### src/rtl/crc_pkg.sv
// ---- crc_pkg : shared types and helpers for the streaming CRC engine ----
// ---- rev 1.0 ----
`default_nettype none

package crc_pkg;

  typedef enum logic [1:0] {
    IDLE  = 2'd0,
    SHIFT = 2'd1,
    DONE  = 2'd2
  } state_t;

  // Reverses the low w bits of v; bits above w come back as zero.
  function automatic logic [31:0] rev_bits(input logic [31:0] v, input int w);
    logic [31:0] r;
    r = '0;
    for (int i = 0; i < 32; i++) begin
      if (i < w) r[5'(i)] = v[5'(w - 1 - i)];
    end
    return r;
  endfunction

  function automatic int cnt_width(input int steps);
    return (steps > 1) ? $clog2(steps) : 1;
  endfunction

endpackage

`default_nettype wire

### src/rtl/crc_step.sv
// ---- crc_step : combinational fold of BITS_PER_CYC bits into the CRC register ----
// ---- rev 1.0 ----
`default_nettype none

module crc_step
  import crc_pkg::*;
#(
  parameter int          CRC_W        = 8,
  parameter logic [31:0] POLY         = 32'h31,
  parameter bit          REFIN        = 1'b1,
  parameter int          BITS_PER_CYC = 1
) (
  input  logic [CRC_W-1:0]        acc_in,
  input  logic [BITS_PER_CYC-1:0] bits_in,
  output logic [CRC_W-1:0]        acc_out
);

  localparam logic [CRC_W-1:0] POLY_N = POLY[CRC_W-1:0];
  localparam logic [CRC_W-1:0] POLY_R = CRC_W'(rev_bits(POLY, CRC_W));

  logic [BITS_PER_CYC:0][CRC_W-1:0] chain;

  assign chain[0] = acc_in;

  // Reflected mode eats bits_in LSB first, normal mode MSB first.
  for (genvar i = 0; i < BITS_PER_CYC; i++) begin : g_bit
    logic fb;
    if (REFIN) begin : g_ref
      assign fb         = chain[i][0] ^ bits_in[i];
      assign chain[i+1] = (chain[i] >> 1) ^ (fb ? POLY_R : '0);
    end else begin : g_norm
      assign fb         = chain[i][CRC_W-1] ^ bits_in[BITS_PER_CYC-1-i];
      assign chain[i+1] = (chain[i] << 1) ^ (fb ? POLY_N : '0);
    end
  end

  assign acc_out = chain[BITS_PER_CYC];

endmodule

`default_nettype wire

### src/rtl/crc_engine.sv
// ---- crc_engine : parametrised streaming CRC generator/checker ----
// ---- optional CRC_CHECK_EN adds the crc_ok residue check ---- rev 1.0 ----
`default_nettype none

module crc_engine
  import crc_pkg::*;
#(
  parameter int          CRC_W        = 8,
  parameter logic [31:0] POLY         = 32'h31,
  parameter logic [31:0] INIT         = 32'hFF,
  parameter bit          REFIN        = 1'b1,
  parameter bit          REFOUT       = 1'b1,
  parameter logic [31:0] XOROUT       = 32'h00,
  parameter int          DATA_W       = 8,
  parameter int          BITS_PER_CYC = 1,
  parameter logic [31:0] RESIDUE      = 32'h00
) (
  input  logic              clk,
  input  logic              reset,
  input  logic              clear,
  input  logic              in_valid,
  output logic              in_ready,
  input  logic [DATA_W-1:0] in_data,
  input  logic              in_last,
  output logic              crc_valid,
  output logic [CRC_W-1:0]  crc
`ifdef CRC_CHECK_EN
  ,
  output logic              crc_ok
`endif
);

  localparam int               STEPS    = DATA_W / BITS_PER_CYC;
  localparam int               CNT_W    = cnt_width(STEPS);
  localparam logic [CNT_W-1:0] LAST_CNT = CNT_W'(STEPS - 1);
  localparam logic [CRC_W-1:0] INIT_V   = INIT[CRC_W-1:0];

  if (DATA_W % BITS_PER_CYC != 0) begin : g_bad_bpc
    $error("crc_engine: BITS_PER_CYC must divide DATA_W");
  end
  if (CRC_W < 3 || CRC_W > 32) begin : g_bad_width
    $error("crc_engine: CRC_W must be within 3..32");
  end

  state_t                  state;
  logic [CRC_W-1:0]        acc;
  logic [DATA_W-1:0]       data_q;
  logic                    last_q;
  logic [CNT_W-1:0]        cnt;
  logic [BITS_PER_CYC-1:0] chunk;
  logic [DATA_W-1:0]       data_shifted;
  logic [CRC_W-1:0]        acc_next;
  logic [CRC_W-1:0]        fin;

  assign in_ready = (state == IDLE);

  // The word register drains from the end that is consumed first.
  assign chunk        = REFIN ? data_q[BITS_PER_CYC-1:0] : data_q[DATA_W-1 -: BITS_PER_CYC];
  assign data_shifted = REFIN ? (data_q >> BITS_PER_CYC) : (data_q << BITS_PER_CYC);

  assign fin = ((REFOUT != REFIN) ? CRC_W'(rev_bits(32'(acc), CRC_W)) : acc)
               ^ XOROUT[CRC_W-1:0];

  crc_step #(
    .CRC_W        (CRC_W),
    .POLY         (POLY),
    .REFIN        (REFIN),
    .BITS_PER_CYC (BITS_PER_CYC)
  ) u_step (
    .acc_in  (acc),
    .bits_in (chunk),
    .acc_out (acc_next)
  );

  always_ff @(posedge clk or posedge reset) begin
    if (reset) begin
      state     <= IDLE;
      acc       <= INIT_V;
      data_q    <= '0;
      last_q    <= 1'b0;
      cnt       <= '0;
      crc_valid <= 1'b0;
      crc       <= '0;
`ifdef CRC_CHECK_EN
      crc_ok    <= 1'b0;
`endif
    end else begin
      crc_valid <= 1'b0;
      if (clear) begin
        state <= IDLE;
        acc   <= INIT_V;
        cnt   <= '0;
      end else begin
        case (state)
          IDLE: begin
            if (in_valid) begin
              data_q <= in_data;
              last_q <= in_last;
              cnt    <= '0;
              state  <= SHIFT;
            end
          end
          SHIFT: begin
            acc    <= acc_next;
            data_q <= data_shifted;
            cnt    <= cnt + CNT_W'(1);
            if (cnt == LAST_CNT) state <= last_q ? DONE : IDLE;
          end
          DONE: begin
            crc       <= fin;
            crc_valid <= 1'b1;
`ifdef CRC_CHECK_EN
            crc_ok    <= (acc == RESIDUE[CRC_W-1:0]);
`endif
            acc       <= INIT_V;
            state     <= IDLE;
          end
          default: state <= IDLE;
        endcase
      end
    end
  end

endmodule

`default_nettype wire
### config.mk
export PLATFORM = sky130hd
export DESIGN_NAME = crc_engine
export DESIGN_NICKNAME = d
export VERILOG_FILES = /design/src/rtl/crc_pkg.sv /design/src/rtl/crc_step.sv /design/src/rtl/crc_engine.sv
export SDC_FILE = /design/constraint.sdc
export NUM_CORES = 1
export LEC_CHECK = 0
export CAP_MARGIN = 25
export CORE_MARGIN = 4
export CORE_UTILIZATION = 40
export CTS_CLUSTER_DIAMETER = 40
export DETAILED_ROUTE_END_ITERATION = 12
export DONT_BUFFER_PORTS = 1
export GPL_TIMING_DRIVEN = 0
export PLACE_DENSITY_LB_ADDON = 0.2
export SLEW_MARGIN = 25
export SYNTH_ARGS = -nofsm -noshare
export SYNTH_HDL_FRONTEND = slang
export SYNTH_SLANG_ARGS = --single-unit
### constraint.sdc
create_clock -name clk -period 1.35 [get_ports clk]
set_input_delay 0.0675 -clock clk [delete_from_list [all_inputs] [get_ports clk]]
set_output_delay 0.0675 -clock clk [all_outputs]
set_load 0.01 [all_outputs]
# After elaboration in Yosys (flattened, before gate mapping)
# Index checks and enable logic that the tools add are counted.
# word_totals
regBits,31
elab_cells,41
# classes
add_sub_neg,1
eq_ne,6
n_mux,15
bitwise_logic,3
reduce_logical,9
# op_table
op,n
8-bit one-hot mux with 2 select lines,2
8-bit two-way mux,3
2-bit two-way mux,4
7-bit by 8-bit bitwise XOR with 8-bit output,1
3-bit two-way mux,2
3-bit != test (second input constant),2
3-bit one-hot mux with 2 select lines,1
2-bit AND reduction,3
3-bit AND reduction,2
3-bit nonzero test,2
2-bit one-hot mux with 2 select lines,1
3-bit by 1-bit adder with 3-bit output (second input constant),1
3-bit == test (second input constant),1
2-bit by 1-bit == test with 1-bit output (second input constant),1
2-bit == test (second input constant),1
2-bit zero test,1
1-bit two-way mux,2
2-bit != test (second input constant),1
2-bit nonzero test,1
1-bit inverter,1
1-bit bitwise XOR,1

# Logic depth before layout (Yosys ltp)
# Gate-level depths: netlist of run 1.
# logic_depth
word_depth,5
mapped_depth,6
ltp_nobuf,4

# Cells and area by module
# From an unflattened synthesis of run 1, not the netlist that was laid out.
# hier_totals
cells_unflattened,114
hier_area_um2,1502.7
# by_module_without_submodules
mod,instances,cells_each,area_per_inst_um2
crc_engine,1,105,1401.3
crc_step,1,9,101.3

# Worst setup path after synthesis of run 1
# No wires, ideal clock.
# synth_timing
path_type,register -> register
start,reg state[1]
end,reg data_q[1]
setup_ns,0.125
arrival_ns,1.292
t_required_ns,1.225
slack_ns,-0.066
stages_incl_launch_ff,6
path_buffers,2
synth_period_minus_slack_ns,1.416
path_cell_list,dfrtp_1 > buf_6 > nand2b_4 > buf_6 > mux2_4 > mux2_2
# synth_between
elab_chain_len,3
# synth_lines
element,line,rtl
start: declaration,crc_engine.sv:45,state_t state;
start signal: assignment,crc_engine.sv:107,if (cnt == LAST_CNT) state <= last_q ? DONE : IDLE;
2-bit by 1-bit == test with 1-bit output or 2-bit zero test (tied branches),crc_engine.sv:94,case (state)
2-bit nonzero test (no source line) or 2-bit != test (tied branches),n/a,
3-bit AND reduction (no source line),n/a,
end signal: assignment,crc_engine.sv:97,data_q <= in_data;
end signal: assignment,crc_engine.sv:105,data_q <= data_shifted;
end: declaration,crc_engine.sv:47,logic [DATA_W-1:0] data_q;
# Several ways; a longest one is shown, not always the timed one.
# A chain may end at the register's enable or synchronous reset.

# Final worst setup path of run 1
# layout_timing
start,reg state[1]
end,reg data_q[4]
# The elaborated chain is that of the path after synthesis.

==> metrics.md, run 1 <==
| Metric | Value |
|---|---|
| Initial antenna violation count | `0` |
| HPWL after DPL | `1.70 mm` |
| Global-route wire length before repair | `4.05 mm` |
| Post-synth top cells | `dfrtp_1, mux2_2, nand2_1` |
| Ys async rst share | `1.00` |
| Slowest CP cell | `dfrtp_2` |
| Site row count | `21` |
| Count of final max-slew check failures | `0` |
| Worst hold start | `in_valid` |
| Period minus WS final | `1430 ps` |
| Die span in x | `67.5 um` |
| Post-synth EDFFs | `0` |
| Routability cong. | `0.743` |
| Largest family of logic cells by synthesized area | `multiplexers` |
| Total Routing Usage GR | `0.122` |
| Net Switching | `523 uW` |
| Clock tree buffer depth | `2` |
| Logic pwr share | `0.180` |
| PnR worst setup slack | `-78.0 ps` |
| WHS Endpoint | `state[0]$_DFFE_PP0P_` |
| Post-synth top flop | `dfrtp_1` |
| I/O pin count | `23` |
| Die area | `0.00456 mm^2` |
| Clock slew at reported path FFs | `100 ps` |
| Post-synthesis simple-gate area fraction | `0.118` |
| WP buf/inv | `1` |
| Area contributors post-synth | `dfrtp_1, dfstp_2, mux2_2` |
| CP Max Fanout | `7` |
| WS Path Type | `flop to flop` |
| Reg2Reg Setup Slack | `-80 ps` |
| P_leak | `0.000793 uW` |
| Clock Sinks | `31` |
| Fraction of layout cells with a size suffix above 1 | `0.440` |
| Register-to-Register Path Depth | `4` |
| Sum Neg Setup Slack | `-442 ps` |
| CP max stage delay | `450 ps` |
| Drt drc | `0` |
| Antenna diodes | `0` |
| R2r endpoint | `data_q[4]$_DFFE_PP0P_` |
| Final number of hold-violating endpoints | `0` |
| CTS Buf Count | `5` |
| RSZ-0062 raised after global routing | `true` |
| Most common cell in the netlist | `dfrtp_1` |
| Post-Syn Nets | `126` |
| Peak supply drop | `722 uV` |
| Worst hold stages | `3` |
| TritonCTS clock tree | `built` |
| Port buffer count | `0` |
| Headroom to the max-slew limit | `0.579` |
| Avg Inst Size Synth | `12.8 um^2` |
| Slew @ Worst Pin | `631 ps` |
| Initial core utilization | `0.418` |
| Proportion of synthesized area in mux cells | `0.215` |
| Sequential area share after synthesis | `0.554` |
| Worst R2R Start | `state[1]$_DFFE_PP0P_` |
| Area growth, synth to finish | `19.6%` |
| Vias/cell | `4.94` |
| Internal power | `1520 uW` |
| Violated checks | `setup timing` |
| Drt first-iter violations | `38` |
| TritonRoute pass-1 iters | `2` |
| Clk pwr share | `0.271` |
| Fraction of power spent switching nets | `0.256` |
| Max-Cap Viols | `0` |
| Largest net degree at the start of global routing | `32` |
| CP Launch Point | `state[1]$_DFFE_PP0P_` |
| Worst Path Required | `1560 ps` |
| FF+latch count, synth | `31` |
| Yosys warns | `0` |
| Chip height | `67.5 um` |
| Yosys top cell area share | `0.406` |
| Yosys cell types | `26` |
| Final worst path period share | `1.06` |
| Outcome | `finished with violations` |
| CP most frequent cell | `mux2_4` |
| H-tree levels | `2` |
| Total Routed Length | `2.51 mm` |
| Synth Area in Compound Gates | `0.0388` |
| Vias in the first global route | `879` |
| CP Capture Type | `flop` |
| DP Cell Count | `157` |
| Placement Setup Slack | `-224 ps` |
| Sequential Power Share | `0.549` |
| HP Class | `primary input to flop` |
| Final std cells w/o fill | `171` |
| Post-synthesis adder-cell area fraction | `0.0177` |
| Clk_lat worst skew | `330 ps` |
| Synthesized cell area | `0.00142 mm^2` |
| Final setup fails | `7` |
| Setup crit start kind | `flop` |
| CP arrival | `1640 ps` |
| Grt ovf | `0` |
| DR vias | `845` |
| Fmax | `0.700 GHz` |
| Post-route antenna net violation count | `0` |
| Post-Synthesis Cells | `111` |
| Synth area leader | `dfrtp_1` |
| Cell family with most CP delay | `multiplexers` |
| WL/cell | `14.7 um` |
| Core area | `0.00339 mm^2` |
| Final nets | `139` |
| Cell-by-cell trace of the critical path | `nand2b_4 -> buf_8 -> mux2_4 -> mux2_4` |
| XOR/XNOR Fraction of Synth Area | `0.0185` |
| Clock root buffer | `clkbuf_4` |
| P per Cell Area | `1200 mW/mm^2` |
| Worst Skew | `15.7 ps` |
-- flip-flops by register name (all words and copies together), names as in the netlist --
signal,count
state,2
crc_valid,1
crc,8
data_q,8
last_q,1
acc,8
cnt,3
-- power groups by stage --
stage / clock network, uW / registers, uW / logic [uW]
3_5_place_dp: 0 / 1140 / 321
4_1_cts: 585 / 1120 / 352
3_3_place_gp: 0 / 1130 / 309
6_report: 554 / 1120 / 367
2_1_floorplan: 0 / 1110 / 279
5_1_grt: 619 / 1140 / 406
-- layout by cell type (no fill, tap or decap) --
cell type,Yosys,routed
a21oi_2,0,1
a22oi_1,2,2
buf_12,0,1
buf_2,3,1
buf_4,0,4
buf_6,2,1
buf_8,0,1
clkbuf_1,1,2
clkbuf_4,0,5
clkbuf_8,0,1
clkinv_2,0,1
dfrtp_1,23,21
dfrtp_2,0,2
dfstp_2,8,8
dlygate4sd3_1,0,3
ha_1,2,2
inv_1,3,2
inv_2,0,1
mux2_2,16,1
mux2_4,7,22
mux2i_1,2,2
nand2_1,15,15
nand2b_4,1,2
nand3_1,5,5
nor2_1,5,5
nor2b_1,1,1
nor3_1,2,1
nor3_4,1,2
nor3b_1,2,1
nor3b_2,0,1
o211ai_1,3,3
o21ai_0,1,1
o21bai_1,1,1
xnor2_1,1,1
xor2_1,2,2
-- worst max-delay path by stage --
stage	to	slack [ps]	cells past startpoint
finish	data_q[4]$_DFFE_PP0P_	-80	4
global route	data_q[2]$_DFFE_PP0P_	-130	4
CTS	data_q[4]$_DFFE_PP0P_	-130	5
detailed placement	data_q[6]$_DFFE_PP0P_	-220	3
global placement	data_q[6]$_DFFE_PP0P_	-190	3
floorplan	data_q[0]$_DFFE_PP0P_	-60	5
-- timing repair --
action | CTS | global route
endpoints found under the hold margin | 25 | 0
setup endpoints to repair | 24 | 27
pin swaps | 1 | 0
hold buffers | 3 | 0
gates cloned | 0 | 0
resized for setup | 4 | 16
setup buffers | 4 | 1
-- cell type report --
class                   count  area, um^2
well taps                  46        57.6
fillers                   323        1690
multi-input cells          71         663
repair buffers              8        80.1
plain buffers               4        35.0
inverters                   3        11.3
clock inverters             1        5.00
clock buffers               7        55.1
flip-flops and latches     31         788
-- cell families (layout without fill, tap and decap cells) --
family / count (synthesis) / count (layout)
and+or+nand+nor: 33 / 33
muxes: 25 / 25
adders and majority gates: 2 / 2
buffers and inverters: 9 / 23
AOI/OAI and AO/OA: 8 / 8
DFF: 31 / 31
xor gates and xnor gates: 3 / 3
-- worst reg2reg max path, cell delays in order, from the launching register on --
cell and delay (ps):
dfrtp_2 450, nand2b_4 160, buf_8 140, mux2_4 300, mux2_4 260
-- routing by layer --
metal	global-route usage	routed length, um	vias to the layer above
li1	-	-	407
met1	0.160	1110	413
met2	0.181	1250	21
met3	0.0433	129	4
met4	0.0532	22	0
met5	0	0	-
-- stage by stage --
step	power, uW	utilization	area (um^2)	hold slack [ps]
2_1_floorplan	1390	-	1440	165
3_5_place_dp	1460	0.441	1490	77.8
3_3_place_gp	1440	0.441	1490	211
5_1_grt	2160	0.500	1700	6.96
6_report	2040	0.500	1700	12.7
4_1_cts	2060	0.482	1630	0.361
Power figures use the tool's default switching activity.
==> run 2: changes to the inputs <==
Settings changed: SKIP_CTS_REPAIR_TIMING from default to 1.
==> run 2 against run 1 <==
Compared with the run above:
- hold slack gained 0.76 ps
- global-route usage fell by 0.35 points
- clock power about the same
- clock skew rose by 2.0 ps
- the run still ends with setup timing left
==> metrics.md, run 2 (synthesis gave the netlist of run 1 again) <==
| Metric | Value |
|---|---|
| Total Routed Length | `2.68 mm` |
| Slew @ Worst Pin | `636 ps` |
| Clock root buffer | `clkbuf_4` |
| Count of final max-slew check failures | `0` |
| CP Max Fanout | `8` |
| TritonRoute pass-1 iters | `4` |
| TritonCTS clock tree | `built` |
| Worst Path Required | `1560 ps` |
| Drt drc | `0` |
| Clock Sinks | `31` |
| PnR worst setup slack | `-146 ps` |
| Initial antenna violation count | `0` |
| Largest net degree at the start of global routing | `32` |
| Area growth, synth to finish | `27.1%` |
| Period minus WS final | `1500 ps` |
| Post-route antenna net violation count | `0` |
| Clk_lat worst skew | `330 ps` |
| CP Capture Type | `flop` |
| Drt first-iter violations | `26` |
| Vias/cell | `5.00` |
| CTS Buf Count | `5` |
| Setup crit start kind | `flop` |
| Violated checks | `setup timing` |
| Worst hold start | `in_data[3]` |
| Commonest non-fill, non-tap cell in the layout | `dfrtp_1` |
| Routability cong. | `0.743` |
| Peak supply drop | `724 uV` |
| I/O pin count | `23` |
| P per Cell Area | `1140 mW/mm^2` |
| Global-route wire length before repair | `3.90 mm` |
| Vias in the first global route | `855` |
| Total Routing Usage GR | `0.119` |
| Final setup fails | `13` |
| WL/cell | `14.8 um` |
| Register-to-Register Path Depth | `5` |
| Max-Cap Viols | `0` |
| HP Class | `primary input to flop` |
| Final number of hold-violating endpoints | `0` |
| RSZ-0062 raised after global routing | `true` |
| WHS Endpoint | `data_q[3]$_DFFE_PP0P_` |
| Most frequent cells in the layout | `dfrtp_1, mux2_4, nand2_1` |
| Regs by FF count | `acc x8, crc x8, data_q x8` |
| DR vias | `905` |
| Chip height | `67.5 um` |
| Fraction of layout cells with a size suffix above 1 | `0.504` |
| Core area | `0.00339 mm^2` |
| Headroom to the max-slew limit | `0.575` |
| Antenna diodes | `0` |
| P_leak | `0.000856 uW` |
| Worst R2R Start | `state[1]$_DFFE_PP0P_` |
| Final worst path period share | `1.11` |
| Worst hold stages | `2` |
| Total power | `2050 uW` |
| Final Core Density | `0.532` |
| CP arrival | `1710 ps` |
| Grt ovf | `0` |
| Die area | `0.00456 mm^2` |
| Site row count | `21` |
| Clock slew at reported path FFs | `110 ps` |
| Reg2Reg Setup Slack | `-150 ps` |
| Clock tree buffer depth | `2` |
| Die span in x | `67.5 um` |
| WS Path Type | `flop to flop` |
| R2r endpoint | `data_q[4]$_DFFE_PP0P_` |
| Final nets | `149` |
| Worst Skew | `17.7 ps` |
| Port buffer count | `0` |
| HPWL after DPL | `1.70 mm` |
| Outcome | `finished with violations` |
| Initial core utilization | `0.418` |
| H-tree levels | `2` |
| Fmax | `0.668 GHz` |
==> run 2: changes by cell type in the layout (fill, tap and decap cells not counted), sizes merged <==
cell | before | now
buf | 8 | 18
==> run 2: worst max-delay path by stage <==
stage	from	end	slack, ps
after floorplan	state[1]$_DFFE_PP0P_	data_q[0]$_DFFE_PP0P_	-60
after global placement	state[0]$_DFFE_PP0P_	data_q[6]$_DFFE_PP0P_	-190
after detailed placement	state[0]$_DFFE_PP0P_	data_q[6]$_DFFE_PP0P_	-220
after CTS	state[0]$_DFFE_PP0P_	data_q[6]$_DFFE_PP0P_	-270
after global routing	state[1]$_DFFE_PP0P_	data_q[2]$_DFFE_PP0P_	-190
final	state[1]$_DFFE_PP0P_	data_q[4]$_DFFE_PP0P_	-150
==> run 2: power breakdown <==
| group | leakage, uW | internal [uW] | switching [uW] |
|---|---|---|---|
| Sequential | 0.000379 | 1040 | 76.3 |
| Clock | 0.0000353 | 252 | 305 |
| Combinational | 0.000441 | 221 | 151 |
==> run 2: layout make-up <==
type / instances / area (um^2)
fillers: 317 / 1590
flip-flops and latches: 31 / 787
multi-input cells: 71 / 687
repair buffers: 17 / 143
well taps: 46 / 57.6
plain buffers: 5 / 56.3
clock buffers: 7 / 55.1
inverters: 3 / 11.3
clock inverters: 1 / 5.00
==> run 2: critical path, stage by stage (launching register included) <==
cell and delay (ps):
dfrtp_1 400, buf_6 130, nand2b_4 150, buf_12 140, mux2_4 300, mux2_4 260
==> run 2: metrics by stage <==
stage,hold WS (ps),setup TNS (ps),setup slack (ps),cells,cell area (um^2)
after floorplan,165,-445,-64.6,111,1440
after global placement,211,-1570,-193,157,1490
after detailed placement,77.8,-2150,-224,157,1490
after CTS,-302,-3100,-272,165,1550
after global routing,6.98,-1750,-187,181,1800
final,13.5,-1240,-146,181,1800
==> run 2: metal layers <==
layer | track usage | share of wire | vias up
li1 | - | - | 428
met1 | 0.150 | 0.45 | 450
met2 | 0.180 | 0.50 | 19
met3 | 0.0433 | 0.042 | 8
met4 | 0.0532 | 0.016 | 0
met5 | 0 | 0 | -
